==> src/rtl/ctrl_pkg.sv <==
// Shared definitions for the pipeline control stages.
//   OP_LDR / OP_STR  : memory opcodes in ir[OP_HI:OP_LO]
//   mem_state_t      : memory-phase FSM states
//   writes_reg()     : does an instruction write the register file
//   is_mem_op()      : is an instruction LDR or STR
package ctrl_pkg;

  localparam int unsigned OP_HI = 15;
  localparam int unsigned OP_LO = 11;

  localparam logic [4:0] OP_LDR = 5'b01101;
  localparam logic [4:0] OP_STR = 5'b01100;

  // Width of the memory wait counter; covers TIMEOUT_CYCLES up to 255.
  localparam int unsigned CNT_W = 8;

  typedef enum logic {
    IDLE = 1'b0,
    BUSY = 1'b1
  } mem_state_t;

  // Zero word is a NOP; stores and the branch class (ir[15:14]==11) do not write back.
  function automatic logic writes_reg(input logic [15:0] ir);
    return (ir != '0) && (ir[OP_HI:OP_LO] != OP_STR) && (ir[15:14] != 2'b11);
  endfunction

  function automatic logic is_mem_op(input logic [15:0] ir);
    return (ir[OP_HI:OP_LO] == OP_LDR) || (ir[OP_HI:OP_LO] == OP_STR);
  endfunction

endpackage

==> src/rtl/ctrl_mem_if.sv <==
// Data memory request/acknowledge bus.
//   master (ctrl_mem side): drives o_mem_req/o_mem_we/o_mem_addr/o_mem_wdata,
//                           receives i_mem_rdata/i_mem_ack
//   slave  (memory side)  : the mirror image
interface ctrl_mem_if #(
  parameter int unsigned DW = 16
) ();

  logic          o_mem_req;
  logic          o_mem_we;
  logic [DW-1:0] o_mem_addr;
  logic [DW-1:0] o_mem_wdata;
  logic [DW-1:0] i_mem_rdata;
  logic          i_mem_ack;

  modport master (
    output o_mem_req, o_mem_we, o_mem_addr, o_mem_wdata,
    input  i_mem_rdata, i_mem_ack
  );

  modport slave (
    input  o_mem_req, o_mem_we, o_mem_addr, o_mem_wdata,
    output i_mem_rdata, i_mem_ack
  );

endinterface

==> src/rtl/mem_timeout_cnt.sv <==
// Wait counter for an outstanding memory request.
//   clk, rst : clock, synchronous active-low reset
//   clr      : force count to 0 (wins over en)
//   en       : increment
//   tc       : count has reached TIMEOUT_CYCLES-1
module mem_timeout_cnt
  import ctrl_pkg::*;
#(
  parameter int unsigned TIMEOUT_CYCLES = 15
) (
  input  logic clk,
  input  logic rst,
  input  logic clr,
  input  logic en,
  output logic tc
);

  logic [CNT_W-1:0] cnt_q, cnt_d;

  always_comb begin
    cnt_d = cnt_q;
    if (clr)
      cnt_d = '0;
    else if (en)
      cnt_d = cnt_q + 1'b1;
  end

  always_ff @(posedge clk) begin
    if (!rst)
      cnt_q <= '0;
    else
      cnt_q <= cnt_d;
  end

  assign tc = (cnt_q == CNT_W'(TIMEOUT_CYCLES - 1));

endmodule

==> src/rtl/ctrl_mem.sv <==
// Memory-phase pipeline control.
//   clk, rst      : clock, synchronous active-low reset
//   i_ir_mem      : instruction in the memory phase
//   i_alu_result  : address for LDR/STR, write-back data otherwise
//   i_store_data  : store value for STR
//   mem           : data memory bus (ctrl_mem_if.master)
//   o_stall_r     : registered stall to upstream stages
//   o_mem_err     : one-cycle pulse when a request is abandoned
//   o_ir_wb, o_wb_data, o_wb_en, o_wb_reg : write-back phase controls
module ctrl_mem
  import ctrl_pkg::*;
#(
  parameter int unsigned TIMEOUT_CYCLES = 15,
  parameter int unsigned DW             = 16
) (
  input  logic          clk,
  input  logic          rst,
  input  logic [DW-1:0] i_ir_mem,
  input  logic [DW-1:0] i_alu_result,
  input  logic [DW-1:0] i_store_data,
  ctrl_mem_if.master    mem,
  output logic          o_stall_r,
  output logic          o_mem_err,
  output logic [DW-1:0] o_ir_wb,
  output logic [DW-1:0] o_wb_data,
  output logic          o_wb_en,
  output logic [2:0]    o_wb_reg
);

  mem_state_t    state_q, state_d;
  logic [DW-1:0] ir_lat_q, ir_lat_d;
  logic [DW-1:0] addr_q, addr_d;
  logic [DW-1:0] wdata_q, wdata_d;
  logic          we_q, we_d;
  logic          req_q, req_d;
  logic          stall_q, stall_d;
  logic          err_q, err_d;
  logic [DW-1:0] ir_wb_q, ir_wb_d;
  logic [DW-1:0] wb_data_q, wb_data_d;
  logic          wb_en_q, wb_en_d;

  logic cnt_clr, cnt_en, cnt_tc;

  mem_timeout_cnt #(
    .TIMEOUT_CYCLES(TIMEOUT_CYCLES)
  ) u_timeout (
    .clk (clk),
    .rst (rst),
    .clr (cnt_clr),
    .en  (cnt_en),
    .tc  (cnt_tc)
  );

  always_comb begin
    state_d   = state_q;
    ir_lat_d  = ir_lat_q;
    addr_d    = addr_q;
    wdata_d   = wdata_q;
    we_d      = we_q;
    req_d     = req_q;
    stall_d   = stall_q;
    err_d     = 1'b0;
    ir_wb_d   = ir_wb_q;
    wb_data_d = wb_data_q;
    wb_en_d   = wb_en_q;
    cnt_clr   = 1'b0;
    cnt_en    = 1'b0;

    unique case (state_q)
      IDLE: begin
        // Holding the counter clear in IDLE guarantees it starts at 0 on entry to BUSY.
        cnt_clr = 1'b1;
        if (is_mem_op(i_ir_mem)) begin
          ir_lat_d  = i_ir_mem;
          addr_d    = i_alu_result;
          wdata_d   = i_store_data;
          we_d      = (i_ir_mem[OP_HI:OP_LO] == OP_STR);
          req_d     = 1'b1;
          stall_d   = 1'b1;
          ir_wb_d   = '0;
          wb_data_d = '0;
          wb_en_d   = 1'b0;
          state_d   = BUSY;
        end else begin
          ir_wb_d   = i_ir_mem;
          wb_data_d = i_alu_result;
          wb_en_d   = writes_reg(i_ir_mem);
        end
      end

      BUSY: begin
        cnt_en = 1'b1;
        // Ack is tested first so an ack coinciding with terminal count completes normally.
        if (mem.i_mem_ack) begin
          req_d   = 1'b0;
          stall_d = 1'b0;
          ir_wb_d = ir_lat_q;
          if (ir_lat_q[OP_HI:OP_LO] == OP_LDR) begin
            wb_data_d = mem.i_mem_rdata;
            wb_en_d   = 1'b1;
          end else begin
            wb_data_d = '0;
            wb_en_d   = 1'b0;
          end
          state_d = IDLE;
        end else if (cnt_tc) begin
          req_d     = 1'b0;
          stall_d   = 1'b0;
          err_d     = 1'b1;
          ir_wb_d   = '0;
          wb_data_d = '0;
          wb_en_d   = 1'b0;
          state_d   = IDLE;
        end else begin
          ir_wb_d   = '0;
          wb_data_d = '0;
          wb_en_d   = 1'b0;
        end
      end

      default: state_d = IDLE;
    endcase
  end

  always_ff @(posedge clk) begin
    if (!rst) begin
      state_q   <= IDLE;
      ir_lat_q  <= '0;
      addr_q    <= '0;
      wdata_q   <= '0;
      we_q      <= 1'b0;
      req_q     <= 1'b0;
      stall_q   <= 1'b0;
      err_q     <= 1'b0;
      ir_wb_q   <= '0;
      wb_data_q <= '0;
      wb_en_q   <= 1'b0;
    end else begin
      state_q   <= state_d;
      ir_lat_q  <= ir_lat_d;
      addr_q    <= addr_d;
      wdata_q   <= wdata_d;
      we_q      <= we_d;
      req_q     <= req_d;
      stall_q   <= stall_d;
      err_q     <= err_d;
      ir_wb_q   <= ir_wb_d;
      wb_data_q <= wb_data_d;
      wb_en_q   <= wb_en_d;
    end
  end

  assign mem.o_mem_req   = req_q;
  assign mem.o_mem_we    = we_q;
  assign mem.o_mem_addr  = addr_q;
  assign mem.o_mem_wdata = wdata_q;

  assign o_stall_r = stall_q;
  assign o_mem_err = err_q;
  assign o_ir_wb   = ir_wb_q;
  assign o_wb_data = wb_data_q;
  assign o_wb_en   = wb_en_q;
  assign o_wb_reg  = ir_wb_q[10:8];

endmodule
==> src/flat_wrapper.sv <==
// flat-port wrapper written by rule: the top's interface ports become plain ports
module ctrl_mem_flat import ctrl_pkg::*;
#(
  parameter int unsigned TIMEOUT_CYCLES = 15,
  parameter int unsigned DW             = 16
)
  (clk, rst, i_ir_mem, i_alu_result, i_store_data, o_stall_r, o_mem_err, o_ir_wb, o_wb_data, o_wb_en, o_wb_reg, mem_o_mem_req, mem_o_mem_we, mem_o_mem_addr, mem_o_mem_wdata, mem_i_mem_rdata, mem_i_mem_ack);
  ctrl_mem_if #(.DW(DW)) mem_i ();
  input  logic clk;
  input  logic rst;
  input  logic [DW-1:0] i_ir_mem;
  input  logic [DW-1:0] i_alu_result;
  input  logic [DW-1:0] i_store_data;
  output logic o_stall_r;
  output logic o_mem_err;
  output logic [DW-1:0] o_ir_wb;
  output logic [DW-1:0] o_wb_data;
  output logic o_wb_en;
  output logic [2:0] o_wb_reg;
  output wire logic [$bits(mem_i.o_mem_req)-1:0] mem_o_mem_req;
  output wire logic [$bits(mem_i.o_mem_we)-1:0] mem_o_mem_we;
  output wire logic [$bits(mem_i.o_mem_addr)-1:0] mem_o_mem_addr;
  output wire logic [$bits(mem_i.o_mem_wdata)-1:0] mem_o_mem_wdata;
  input wire logic [$bits(mem_i.i_mem_rdata)-1:0] mem_i_mem_rdata;
  input wire logic [$bits(mem_i.i_mem_ack)-1:0] mem_i_mem_ack;
  assign mem_o_mem_req = mem_i.o_mem_req;
  assign mem_o_mem_we = mem_i.o_mem_we;
  assign mem_o_mem_addr = mem_i.o_mem_addr;
  assign mem_o_mem_wdata = mem_i.o_mem_wdata;
  assign mem_i.i_mem_rdata = mem_i_mem_rdata;
  assign mem_i.i_mem_ack = mem_i_mem_ack;
  ctrl_mem #(.TIMEOUT_CYCLES(TIMEOUT_CYCLES), .DW(DW)) u_core (.clk(clk), .rst(rst), .i_ir_mem(i_ir_mem), .i_alu_result(i_alu_result), .i_store_data(i_store_data), .mem(mem_i), .o_stall_r(o_stall_r), .o_mem_err(o_mem_err), .o_ir_wb(o_ir_wb), .o_wb_data(o_wb_data), .o_wb_en(o_wb_en), .o_wb_reg(o_wb_reg));
endmodule
==> config.mk <==
export PLATFORM = sky130hd
export DESIGN_NAME = ctrl_mem_flat
export DESIGN_NICKNAME = d
export VERILOG_FILES = /design/src/rtl/ctrl_pkg.sv /design/src/rtl/ctrl_mem_if.sv /design/src/rtl/mem_timeout_cnt.sv /design/src/rtl/ctrl_mem.sv /design/src/flat_wrapper.sv
export SDC_FILE = /design/constraint.sdc
export NUM_CORES = 1
export LEC_CHECK = 0
export ABC_AREA = 1
export CAP_MARGIN = 30
export CORE_MARGIN = 3
export CORE_UTILIZATION = 44
export CTS_CLUSTER_DIAMETER = 200
export DETAILED_ROUTE_END_ITERATION = 8
export PLACE_DENSITY_LB_ADDON = 0.12
export SKIP_LAST_GASP = 1
export SYNTH_ARGS = -nofsm -noshare
export SYNTH_HDL_FRONTEND = slang
export SYNTH_HIERARCHICAL = 1
export SYNTH_SLANG_ARGS = --single-unit
==> constraint.sdc <==
create_clock -name clk -period 1.7 [get_ports clk]
set_input_delay 0.255 -clock clk [delete_from_list [all_inputs] [get_ports clk]]
set_output_delay 0.255 -clock clk [all_outputs]
set_load 0.005 [all_outputs]
## Word-level counts from Yosys, hierarchy flattened

Index checks and enable logic that the tools add are counted.

- Output and inout port bits: 72
- Input port bits: 67
- Word-level logic and storage cells: 51
- Register bits after elaboration: 93

- Bitwise logic cells: 2
- Mux-type cells: 21
- Add/sub/neg operators: 1
- Equality and inequality tests: 8
- Reduce and logical (&&, ||, !) cells: 8

Operators by type and width:

| operator | count |
|---|---|
| 2-to-1 mux 16 bit | 5 |
| case mux 16 bit (2 select lines) | 2 |
| nonzero test 16 bit | 1 |
| == test 5 x 4 -> 1 bit, second input constant | 3 |
| 2-to-1 mux 1 bit | 11 |
| adder 8 x 1 -> 8 bit, second input constant | 1 |
| == test 8 x 4 -> 1 bit, second input constant | 1 |
| case mux 1 bit (2 select lines) | 3 |
| AND reduction 2 bit | 3 |
| != test 5 x 4 -> 1 bit, second input constant | 1 |
| != test 3 bit, second input constant | 1 |
| OR reduction 3 bit | 1 |
| logical AND 1 bit | 2 |
| != test 2 x 1 -> 1 bit, second input constant | 1 |
| != test 2 bit, second input constant | 1 |
| NOT 1 bit | 2 |
| logical OR 1 bit | 1 |

## Longest topological paths before layout

Gate-level depths: netlist of run 1.

- Word-level depth: 5
- Gate-level depth with buffers: 8
- Depth with buffers taken out: 7

## Modules after synthesis

Netlist of run 1, hierarchy kept.

Modules (own cells, without submodules):

| module | cells each | times used | seq. area each (um^2) | area an instance (um^2) |
|---|---|---|---|---|
| ctrl_mem | 397 | 1 | 1701.6 | 3238.1 |
| mem_timeout_cnt | 55 | 1 | 160.2 | 404.1 |

## Worst setup path before layout of run 1

Ideal clock, no wire load.

- Path kind: register to register
- From: register u_core.u_timeout.cnt_q[0]
- To: register u_core.stall_q (netlist: u_core/o_stall_r)
- Data required time: 1.580 ns
- Buffers on the path: 0
- Slack: 0.447 ns
- Period minus slack after synthesis: 1.253 ns
- Library setup time: 0.120 ns
- Arrival time: 1.133 ns
- Cell stages (with the launch flop): 8
- Path through: dfxtp_1 -> inv_1 -> ha_1 -> nand3_1 -> nor4_1 -> nor2_1 -> o21ai_0 -> a21oi_2

- Cells in the longest elaborated chain, start to end: 3

RTL lines:

| what | RTL line | RTL |
|---|---|---|
| start: declaration | mem_timeout_cnt.sv:18 | `logic [CNT_W-1:0] cnt_q, cnt_d;` |
| start signal: assignment | mem_timeout_cnt.sv:32 | `cnt_q <= cnt_d;` |
| == test 8 x 4 -> 1 bit | mem_timeout_cnt.sv:35 | `assign tc = (cnt_q == CNT_W'(TIMEOUT_CYCLES - 1));` |
| named net u_core.cnt_tc | ctrl_mem.sv:42 | `logic cnt_clr, cnt_en, cnt_tc;` |
| != test 3 bit (no source line) | - |  |
| AND reduction 2 bit (no source line) | - |  |
| end signal: assignment | ctrl_mem.sv:145 | `stall_q <= stall_d;` |
| end: declaration | ctrl_mem.sv:36 | `logic stall_q, stall_d;` |

The timed path passes the listed nets, and every way through them passes these cells.
A chain may end at the register's enable or synchronous reset.

## Worst setup path after layout of run 1

Ends and elaborated chain as after synthesis.

==> results.sh, run 1 <==
export IMPL_cts_hold_fix_buffers=0
export IMPL_dieArea_mm2=0.00941
export IMPL_critical_path_required_ps=1940
export IMPL_p_leak_nw=2.14
export IMPL_start_kind="flip-flop"
export IMPL_m1WireLength_um=4180
export IMPL_stdcell_area_mm2=0.00534
export IMPL_netlist_area_mm2=0.00364
export IMPL_synthCells=452
export IMPL_status="complete, no violations"
export IMPL_period_share=0.920
export IMPL_maxCapViolations=0
export IMPL_critPathSlowestCell="nor4_1"
export IMPL_via_per_inst=4.92
export IMPL_cts_resized=0
export IMPL_finalClockSkew_ps=7.56
export IMPL_crit_type="reg2reg"
export IMPL_min_path_cells=2
export IMPL_irDropWorstVdd_uv=604
export IMPL_fin_total_pwr_mw=4.48
export IMPL_max_stage_delay_ps=390
export IMPL_io_buffers=138
export IMPL_cts_tree="done"
export IMPL_layout_cells_non_filler=693
export IMPL_post_route_min_period_ps=1560
export IMPL_synth_enable_flop_cells=0
export IMPL_crit_buf_inv=1
export IMPL_synth_warnings=6
export IMPL_grt_pass1_vias=3283
export IMPL_most_common_layout_cells="clkdlybuf4s50_1, nor2_1, dfxtp_1"
export IMPL_drive_gt1_frac=0.103
export IMPL_setup_viol=0
export IMPL_dpl_cell_count=677
export IMPL_ys_seq_area_frac=0.511
export IMPL_async_reset_ff_frac=0
export IMPL_hold_class="reg2reg"
export IMPL_numCtsBuffers=9
export IMPL_critPathCaptureType="flip-flop"
export IMPL_drc_errors=0
export IMPL_synth_net_count=521
export IMPL_rows=32
export IMPL_hpwl_um=6990
export IMPL_dr_wl_met2_um=4770
export IMPL_grt_overflow=0
export IMPL_antenna_cells=0
export IMPL_post_route_util=0.677
export IMPL_core_area_mm2=0.00789
export IMPL_cp_depth=7
export IMPL_ys_flop_type="dfxtp_1"
export IMPL_dr_pass1_iters=4
export IMPL_finalMaxSlewViolations=0
export IMPL_fp_dieW_um=97.0
export IMPL_final_common_cell="clkdlybuf4s50_1"
export IMPL_clk_path_buf_depth=2
export IMPL_syn_to_final_growth_pct=46.5
export IMPL_ys_ff_latch=93
export IMPL_finalSetupTns_ps=0
export IMPL_io_pins=139
export IMPL_gp_congestion=0.830
export IMPL_fmax_mhz=639
export IMPL_rr_worst_depth=7
export IMPL_timing_final_ws_setup_ps=135
export IMPL_dpl_worst_slack_ps=-9.44
export IMPL_clock_latency_ps=350
export IMPL_clock_sinks=93
export IMPL_wl_met3_um=776
export IMPL_hold_viol=0
export IMPL_num_vias=3412
export IMPL_path_cells="inv_1 -> ha_1 -> nand3_1 -> nor4_1 -> nor2_1 -> o21ai_0 -> a21oi_2"
export IMPL_worstPathMaxFanout=5
export IMPL_wl_per_cell_um=14.2
export IMPL_start_util=0.462
export IMPL_avgSynthCellArea_um2=8.06
export IMPL_grt_pass1_wl_um=16200
export IMPL_cts_clk_slew_worst_paths_ps=90
export IMPL_rsz0062_at_grt="no"
export IMPL_routed_wl_um=9830
export IMPL_cp_data_arrival_time_ps=1800
export IMPL_ys_types=26
export IMPL_num_fill_cells=687
export IMPL_cp_top_family="simple AND/OR/NAND/NOR gates"
export IMPL_drtAntennaViolNets=0
export IMPL_track_usage=0.211
export IMPL_drtIter0Drc=131
export IMPL_r2r_slack_ps=140
export IMPL_top_layer="met4"
export IMPL_root_buffer="clkbuf_8"
export IMPL_die_h_um=97.0
export IMPL_antenna_found_initial=0
export IMPL_cts_htree_levels=3
export IMPL_relSlewSlack=0.669
export IMPL_grt_max_degree=52
export IMPL_powerDensity_mw_per_mm2=840
export IMPL_postCtsSetupBuffers=0
export IMPL_nets=655
export IMPL_post_dp_cell_area_mm2=0.00511
export IMPL_whs_ps=463
export IMPL_tightestPinTransition_ps=492
-- final timing paths --
check,startpoint,endpoint
hold / removal,u_core/ir_lat_q[15],u_core/ir_lat_q[15]
hold reg to reg,u_core/ir_lat_q[15],u_core/ir_lat_q[15]
setup reg to reg,u_core/u_timeout/cnt_q[0],u_core/o_stall_r
setup / recovery,u_core/u_timeout/cnt_q[0],u_core/o_stall_r
-- synth_stat cells (2+ instances only) --
cell	n	area share
inv_2	3	0.0031
nor2_2	10	0.017
a21oi_1	38	0.052
ha_1	2	0.0069
buf_2	7	0.0096
o21ai_1	5	0.0069
buf_4	5	0.010
a21oi_2	6	0.014
dfxtp_1	93	0.51
clkbuf_1	6	0.0062
inv_1	15	0.015
nor2_4	4	0.012
nand3_1	37	0.051
o21ai_0	43	0.059
nand2_1	60	0.062
nand2_4	2	0.0062
nor2_1	96	0.099
buf_6	12	0.037
-- tightest hold or removal path: stages, from the launching register on --
cell and delay, ps:
dfxtp_1 320, nand3_1 70, inv_1 40
-- registers in the layout, indices dropped and copies added (netlist names) --
name / flops
u_core/mem.o_mem_wdata: 16
u_core/o_wb_en: 1
u_core/u_timeout/cnt_q: 8
u_core/state_q: 1
u_core/o_wb_data: 16
u_core/o_stall_r: 1
u_core/ir_lat_q: 16
u_core/mem.o_mem_addr: 16
u_core/mem.o_mem_we: 1
u_core/o_mem_err: 1
u_core/o_ir_wb: 16
-- cell type report --
class	count	area [um^2]	share of cell area
timing repair buffer	154	1580	0.295
multi-input combinational	309	1470	0.275
clock inverter	6	86.3	0.0162
inverter	19	76.3	0.0143
clock buffer	10	138	0.0258
tap	102	128	0.0239
sequential	93	1860	0.349
-- per-layer routing --
layer | up-vias | track usage
met3 | 12 | 0.0743
met5 | - | 0
met1 | 1545 | 0.261
li1 | 1727 | -
met4 | 0 | 0.0486
met2 | 128 | 0.352
-- cell families after synthesis --
kind of cell,synth area share
AO/OA/AOI/OAI,0.135
AND/OR/NAND/NOR,0.262
adder cells (fa/ha/maj),0.00687
buffers and inverters,0.0852
flip-flops,0.511
-- power breakdown --
part	switching [mW]	leakage, nW	internal [mW]
combinational	0.225	1.26	0.343
clock	0.752	0.112	0.866
sequential	0.0330	0.761	2.26
total	1.01	2.14	3.47
Note: power is estimated with default switching activity, not from simulation.
==> run 2, diff against run 1 <==
--- a/config.mk
+++ b/config.mk
@@ -7,7 +7,7 @@
 export LEC_CHECK = 0
 export ABC_AREA = 1
 export CAP_MARGIN = 30
-export CORE_MARGIN = 3
+export CORE_MARGIN = 4
 export CORE_UTILIZATION = 44
 export CTS_CLUSTER_DIAMETER = 200
 export DETAILED_ROUTE_END_ITERATION = 8
==> results.sh, run 2 (synthesis gave the netlist of run 1 again) <==
export IMPL_status="complete, no violations"
export IMPL_cp_data_arrival_time_ps=1220
export IMPL_postCtsSetupBuffers=0
export IMPL_powerDensity_mw_per_mm2=844
export IMPL_worstPathMaxFanout=2
export IMPL_clock_latency_ps=350
export IMPL_core_area_mm2=0.00789
export IMPL_start_util=0.462
export IMPL_irDropWorstVdd_uv=502
export IMPL_critPathCaptureType="output pin"
export IMPL_nets=653
export IMPL_via_per_inst=4.95
export IMPL_num_fill_cells=712
export IMPL_rsz0062_at_grt="no"
export IMPL_dr_pass1_iters=4
export IMPL_crit_type="reg2out"
export IMPL_track_usage=0.205
export IMPL_critical_path_required_ps=1440
export IMPL_grt_pass1_wl_um=16300
export IMPL_grt_pass1_vias=3299
export IMPL_fp_dieW_um=99.0
export IMPL_cts_hold_fix_buffers=0
export IMPL_clock_sinks=93
export IMPL_grt_overflow=0
export IMPL_num_vias=3420
export IMPL_critPathSlowestCell="clkdlybuf4s50_1"
export IMPL_drc_errors=0
export IMPL_start_kind="flip-flop"
export IMPL_cts_clk_slew_worst_paths_ps=90
export IMPL_rows=32
export IMPL_cts_resized=0
export IMPL_post_route_min_period_ps=1470
export IMPL_hold_class="reg2reg"
export IMPL_relSlewSlack=0.696
export IMPL_syn_to_final_growth_pct=45.8
export IMPL_wl_per_cell_um=14.4
export IMPL_final_common_cell="clkdlybuf4s50_1"
export IMPL_antenna_found_initial=0
export IMPL_period_share=0.867
export IMPL_crit_buf_inv=1
export IMPL_dpl_cell_count=675
export IMPL_cts_tree="done"
export IMPL_io_buffers=138
export IMPL_finalMaxSlewViolations=0
export IMPL_die_h_um=99.0
export IMPL_tightestPinTransition_ps=455
export IMPL_root_buffer="clkbuf_8"
export IMPL_most_common_layout_cells="clkdlybuf4s50_1, nor2_1, dfxtp_1"
export IMPL_maxCapViolations=0
export IMPL_setup_viol=0
export IMPL_drive_gt1_frac=0.0985
export IMPL_routed_wl_um=9950
export IMPL_drtAntennaViolNets=0
export IMPL_dieArea_mm2=0.00980
export IMPL_fmax_mhz=679
export IMPL_cts_htree_levels=3
export IMPL_drtIter0Drc=124
export IMPL_finalClockSkew_ps=11.5
export IMPL_clk_path_buf_depth=2
export IMPL_io_pins=139
export IMPL_timing_final_ws_setup_ps=227
export IMPL_hpwl_um=7050
export IMPL_numCtsBuffers=9
export IMPL_grt_max_degree=52
export IMPL_antenna_cells=0
export IMPL_max_stage_delay_ps=530
export IMPL_dpl_worst_slack_ps=-4.46
export IMPL_path_cells="clkdlybuf4s50_1"
export IMPL_gp_congestion=0.828
export IMPL_hold_viol=0
export IMPL_layout_cells_non_filler=691
export IMPL_p_leak_nw=2.11
export IMPL_cp_top_family="buffers and inverters"
[run 2: cell count changes in the layout (fill, tap and decap cells not counted)]
cell | previous run | this run
buf_4 | 10 | 9
buf_12 | 6 | 5
clkbuf_1 | 0 | 1
clkinv_2 | 2 | 0
clkinvlp_4 | 1 | 2
[run 2: worst min-delay path: stages, from the launching register on]
cell and delay, ps:
dfxtp_1 320, nand3_1 70, inv_1 40
[run 2: through the flow]
step | area [um^2] | utilization | hold WS, ps | power (mW) | setup TNS, ps
after floorplan | 3640 | - | 383 | 2.53 | 0
after global placement | 5080 | 0.645 | 444 | 2.90 | 0
after detailed placement | 5080 | 0.645 | 456 | 2.91 | -15.3
after CTS | 5310 | 0.673 | 466 | 4.53 | 0
after global routing | 5310 | 0.673 | 462 | 4.69 | 0
final | 5310 | 0.673 | 467 | 4.48 | 0
[run 2: layout make-up]
cell class | count | area, um^2 | area share
Inverter | 19 | 76.3 | 0.0144
Tap cell | 102 | 128 | 0.0240
Timing Repair Buffer | 152 | 1550 | 0.292
Clock inverter | 5 | 83.8 | 0.0158
Multi-Input combinational cell | 309 | 1470 | 0.277
Sequential cell | 93 | 1860 | 0.351
Clock buffer | 11 | 141 | 0.0266
[run 2: final timing paths]
| kind | end | depth (start not counted) | startpoint | slack (ps) |
|---|---|---|---|---|
| worst min register to register | u_core/ir_lat_q[15] | 2 | u_core/ir_lat_q[15] | 470 |
| worst max-delay path | mem_o_mem_addr[7] | 1 | u_core/mem.o_mem_addr[7] | 230 |
| worst min-delay path | u_core/ir_lat_q[15] | 2 | u_core/ir_lat_q[15] | 470 |
| worst max register to register | u_core/o_stall_r | 7 | u_core/u_timeout/cnt_q[0] | 240 |
[run 2: metal layers]
metal,GRT usage,part of all wire,wire length (um),up-vias
met1,0.264,0.43,4310,1580
met2,0.333,0.48,4760,113
met4,0.0557,0.013,129,0
met5,0,0,0,-
met3,0.0616,0.075,750,10
li1,-,-,-,1717
[run 2: report_power, final]
group          internal (mW)  total (mW)  switching [mW]
clock                  0.872        1.62           0.748
sequential              2.26        2.30          0.0325
combinational          0.337       0.565           0.228
total                   3.47        4.48            1.01
==> run 3, diff against run 2 <==
--- a/config.mk
+++ b/config.mk
@@ -5,13 +5,13 @@
 export SDC_FILE = /design/constraint.sdc
 export NUM_CORES = 1
 export LEC_CHECK = 0
-export ABC_AREA = 1
 export CAP_MARGIN = 30
 export CORE_MARGIN = 4
 export CORE_UTILIZATION = 44
 export CTS_CLUSTER_DIAMETER = 200
 export DETAILED_ROUTE_END_ITERATION = 8
 export PLACE_DENSITY_LB_ADDON = 0.12
+export REMOVE_ABC_BUFFERS = 1
 export SKIP_LAST_GASP = 1
 export SYNTH_ARGS = -nofsm -noshare
 export SYNTH_HDL_FRONTEND = slang
==> results.sh, run 3 <==
export IMPL_cts_resized=0
export IMPL_relSlewSlack=0.696
export IMPL_hold_viol=0
export IMPL_critPathCaptureType="output pin"
export IMPL_synth_top_cell_area_share=0.508
export IMPL_powerDensity_mw_per_mm2=798
export IMPL_start_util=0.449
export IMPL_cts_hold_fix_buffers=0
export IMPL_antenna_cells=0
export IMPL_io_pins=139
export IMPL_drtIter0Drc=125
export IMPL_start_kind="flip-flop"
export IMPL_clock_sinks=93
export IMPL_fp_dieW_um=99.3
export IMPL_cp_data_arrival_time_ps=1230
export IMPL_hold_class="reg2reg"
export IMPL_synthMostInstantiatedCell="dfxtp_1"
export IMPL_fmax_mhz=672
export IMPL_ys_types=39
export IMPL_wl_per_cell_um=15.5
export IMPL_post_route_min_period_ps=1490
export IMPL_drtAntennaViolNets=0
export IMPL_gp_congestion=0.860
export IMPL_critPathSlowestCell="clkdlybuf4s50_1"
export IMPL_cts_clk_slew_worst_paths_ps=100
export IMPL_antenna_found_initial=0
export IMPL_seqCellArea_mm2=0.00186
export IMPL_numCtsBuffers=9
export IMPL_worstPathMaxFanout=3
export IMPL_num_vias=3547
export IMPL_cp_top_family="buffers and inverters"
export IMPL_most_common_layout_cells="clkdlybuf4s50_1, dfxtp_1, nand3_1"
export IMPL_critical_path_required_ps=1440
export IMPL_track_usage=0.202
export IMPL_netlist_area_mm2=0.00367
export IMPL_hpwl_um=6960
export IMPL_fin_total_pwr_mw=4.27
export IMPL_maxCapViolations=0
export IMPL_dieArea_mm2=0.00986
export IMPL_path_cells="clkdlybuf4s50_1"
export IMPL_io_buffers=138
export IMPL_synth_enable_flop_cells=0
export IMPL_drive_gt1_frac=0.0775
export IMPL_setup_viol=0
export IMPL_via_per_inst=5.37
export IMPL_synthCells=426
export IMPL_syn_to_final_growth_pct=45.9
export IMPL_crit_buf_inv=1
export IMPL_ys_seq_area_frac=0.508
export IMPL_ys_flop_type="dfxtp_1"
export IMPL_nets=619
export IMPL_clk_path_buf_depth=2
export IMPL_dr_pass1_iters=5
export IMPL_clock_latency_ps=350
export IMPL_whs_ps=457
export IMPL_period_share=0.875
export IMPL_synthTopCellsByArea="dfxtp_1, nand3_1, a21oi_1"
export IMPL_grt_pass1_wl_um=16200
export IMPL_cts_htree_levels=3
export IMPL_grt_pass1_vias=3250
export IMPL_cts_tree="done"
export IMPL_ys_ff_latch=93
export IMPL_grt_overflow=0
export IMPL_max_stage_delay_ps=510
export IMPL_core_area_mm2=0.00818
export IMPL_die_h_um=99.3
export IMPL_tightestPinTransition_ps=451
export IMPL_final_common_cell="clkdlybuf4s50_1"
export IMPL_finalClockSkew_ps=12.4
export IMPL_routed_wl_um=10200
export IMPL_post_dp_cell_area_mm2=0.00516
export IMPL_rsz0062_at_grt="no"
export IMPL_finalMaxSlewViolations=0
export IMPL_synth_warnings=6
export IMPL_drc_errors=0
export IMPL_avgSynthCellArea_um2=8.61
export IMPL_rows=33
export IMPL_num_fill_cells=679
export IMPL_status="complete, no violations"
export IMPL_ys_top_cells_by_count="dfxtp_1, nand3_1, a21oi_1"
export IMPL_finalSetupTns_ps=0
export IMPL_async_reset_ff_frac=0
export IMPL_grt_max_degree=78
export IMPL_p_leak_nw=1.90
export IMPL_multi_input_area_mm2=0.00152
export IMPL_crit_type="reg2out"
export IMPL_postCtsSetupBuffers=0
export IMPL_root_buffer="clkbuf_8"
export IMPL_irDropWorstVdd_uv=530
export IMPL_stdcell_area_mm2=0.00535
export IMPL_synth_largest_area_cell="dfxtp_1"
==> run 3: cell type report <==
| class | count | share of cell area |
|---|---|---|
| inverters | 3 | 0.00210 |
| well taps | 105 | 0.0245 |
| clock inverters | 6 | 0.0119 |
| repair buffers | 159 | 0.306 |
| multi-input cells | 284 | 0.283 |
| clock buffers | 10 | 0.0238 |
| flip-flops and latches | 93 | 0.348 |
==> run 3: power by group <==
group	leakage, nW	internal [mW]	switching [mW]
Clock	0.0923	0.679	0.779
Combinational	1.05	0.332	0.206
Sequential	0.760	2.25	0.0264
Total	1.90	3.26	1.01
==> run 3: path summary, 6_finish.rpt <==
check,start,to,slack [ps],cells past startpoint
worst max-delay path,u_core/o_stall_r,mem_o_mem_req,210,1
worst min-delay path,u_core/ir_lat_q[8],u_core/o_ir_wb[8],460,2
worst max register to register,u_core/u_timeout/cnt_q[0],u_core/o_stall_r,270,7
worst min register to register,u_core/ir_lat_q[8],u_core/o_ir_wb[8],460,2
==> run 3: layer usage <==
layer	wire, um	vias up	share of wire	track usage
li1	-	1761	-	-
met1	4420	1653	0.43	0.262
met2	4880	120	0.48	0.325
met3	764	13	0.075	0.0603
met4	138	0	0.014	0.0609
met5	0	-	0	0
==> run 3: kinds of logic after synthesis <==
family,Yosys count,share of synthesized area
simple gates,145,0.204
compound gates,133,0.189
fa+ha+maj,2,0.00682
flops,93,0.508
buf+inv,49,0.0832
xor+xnor,4,0.00955
==> run 3: tightest hold or removal path: stages, from the launching register on <==
cell and delay [ps]:
dfxtp_1 310, nand2_1 50, a21oi_1 50
==> run 3: stage by stage <==
stage	instances	utilization	setup slack (ps)
after floorplan	380	-	-1110
after global placement	644	0.631	-12.8
after detailed placement	644	0.631	-38.0
after CTS	660	0.655	193
after global routing	660	0.655	71.3
final	660	0.655	213
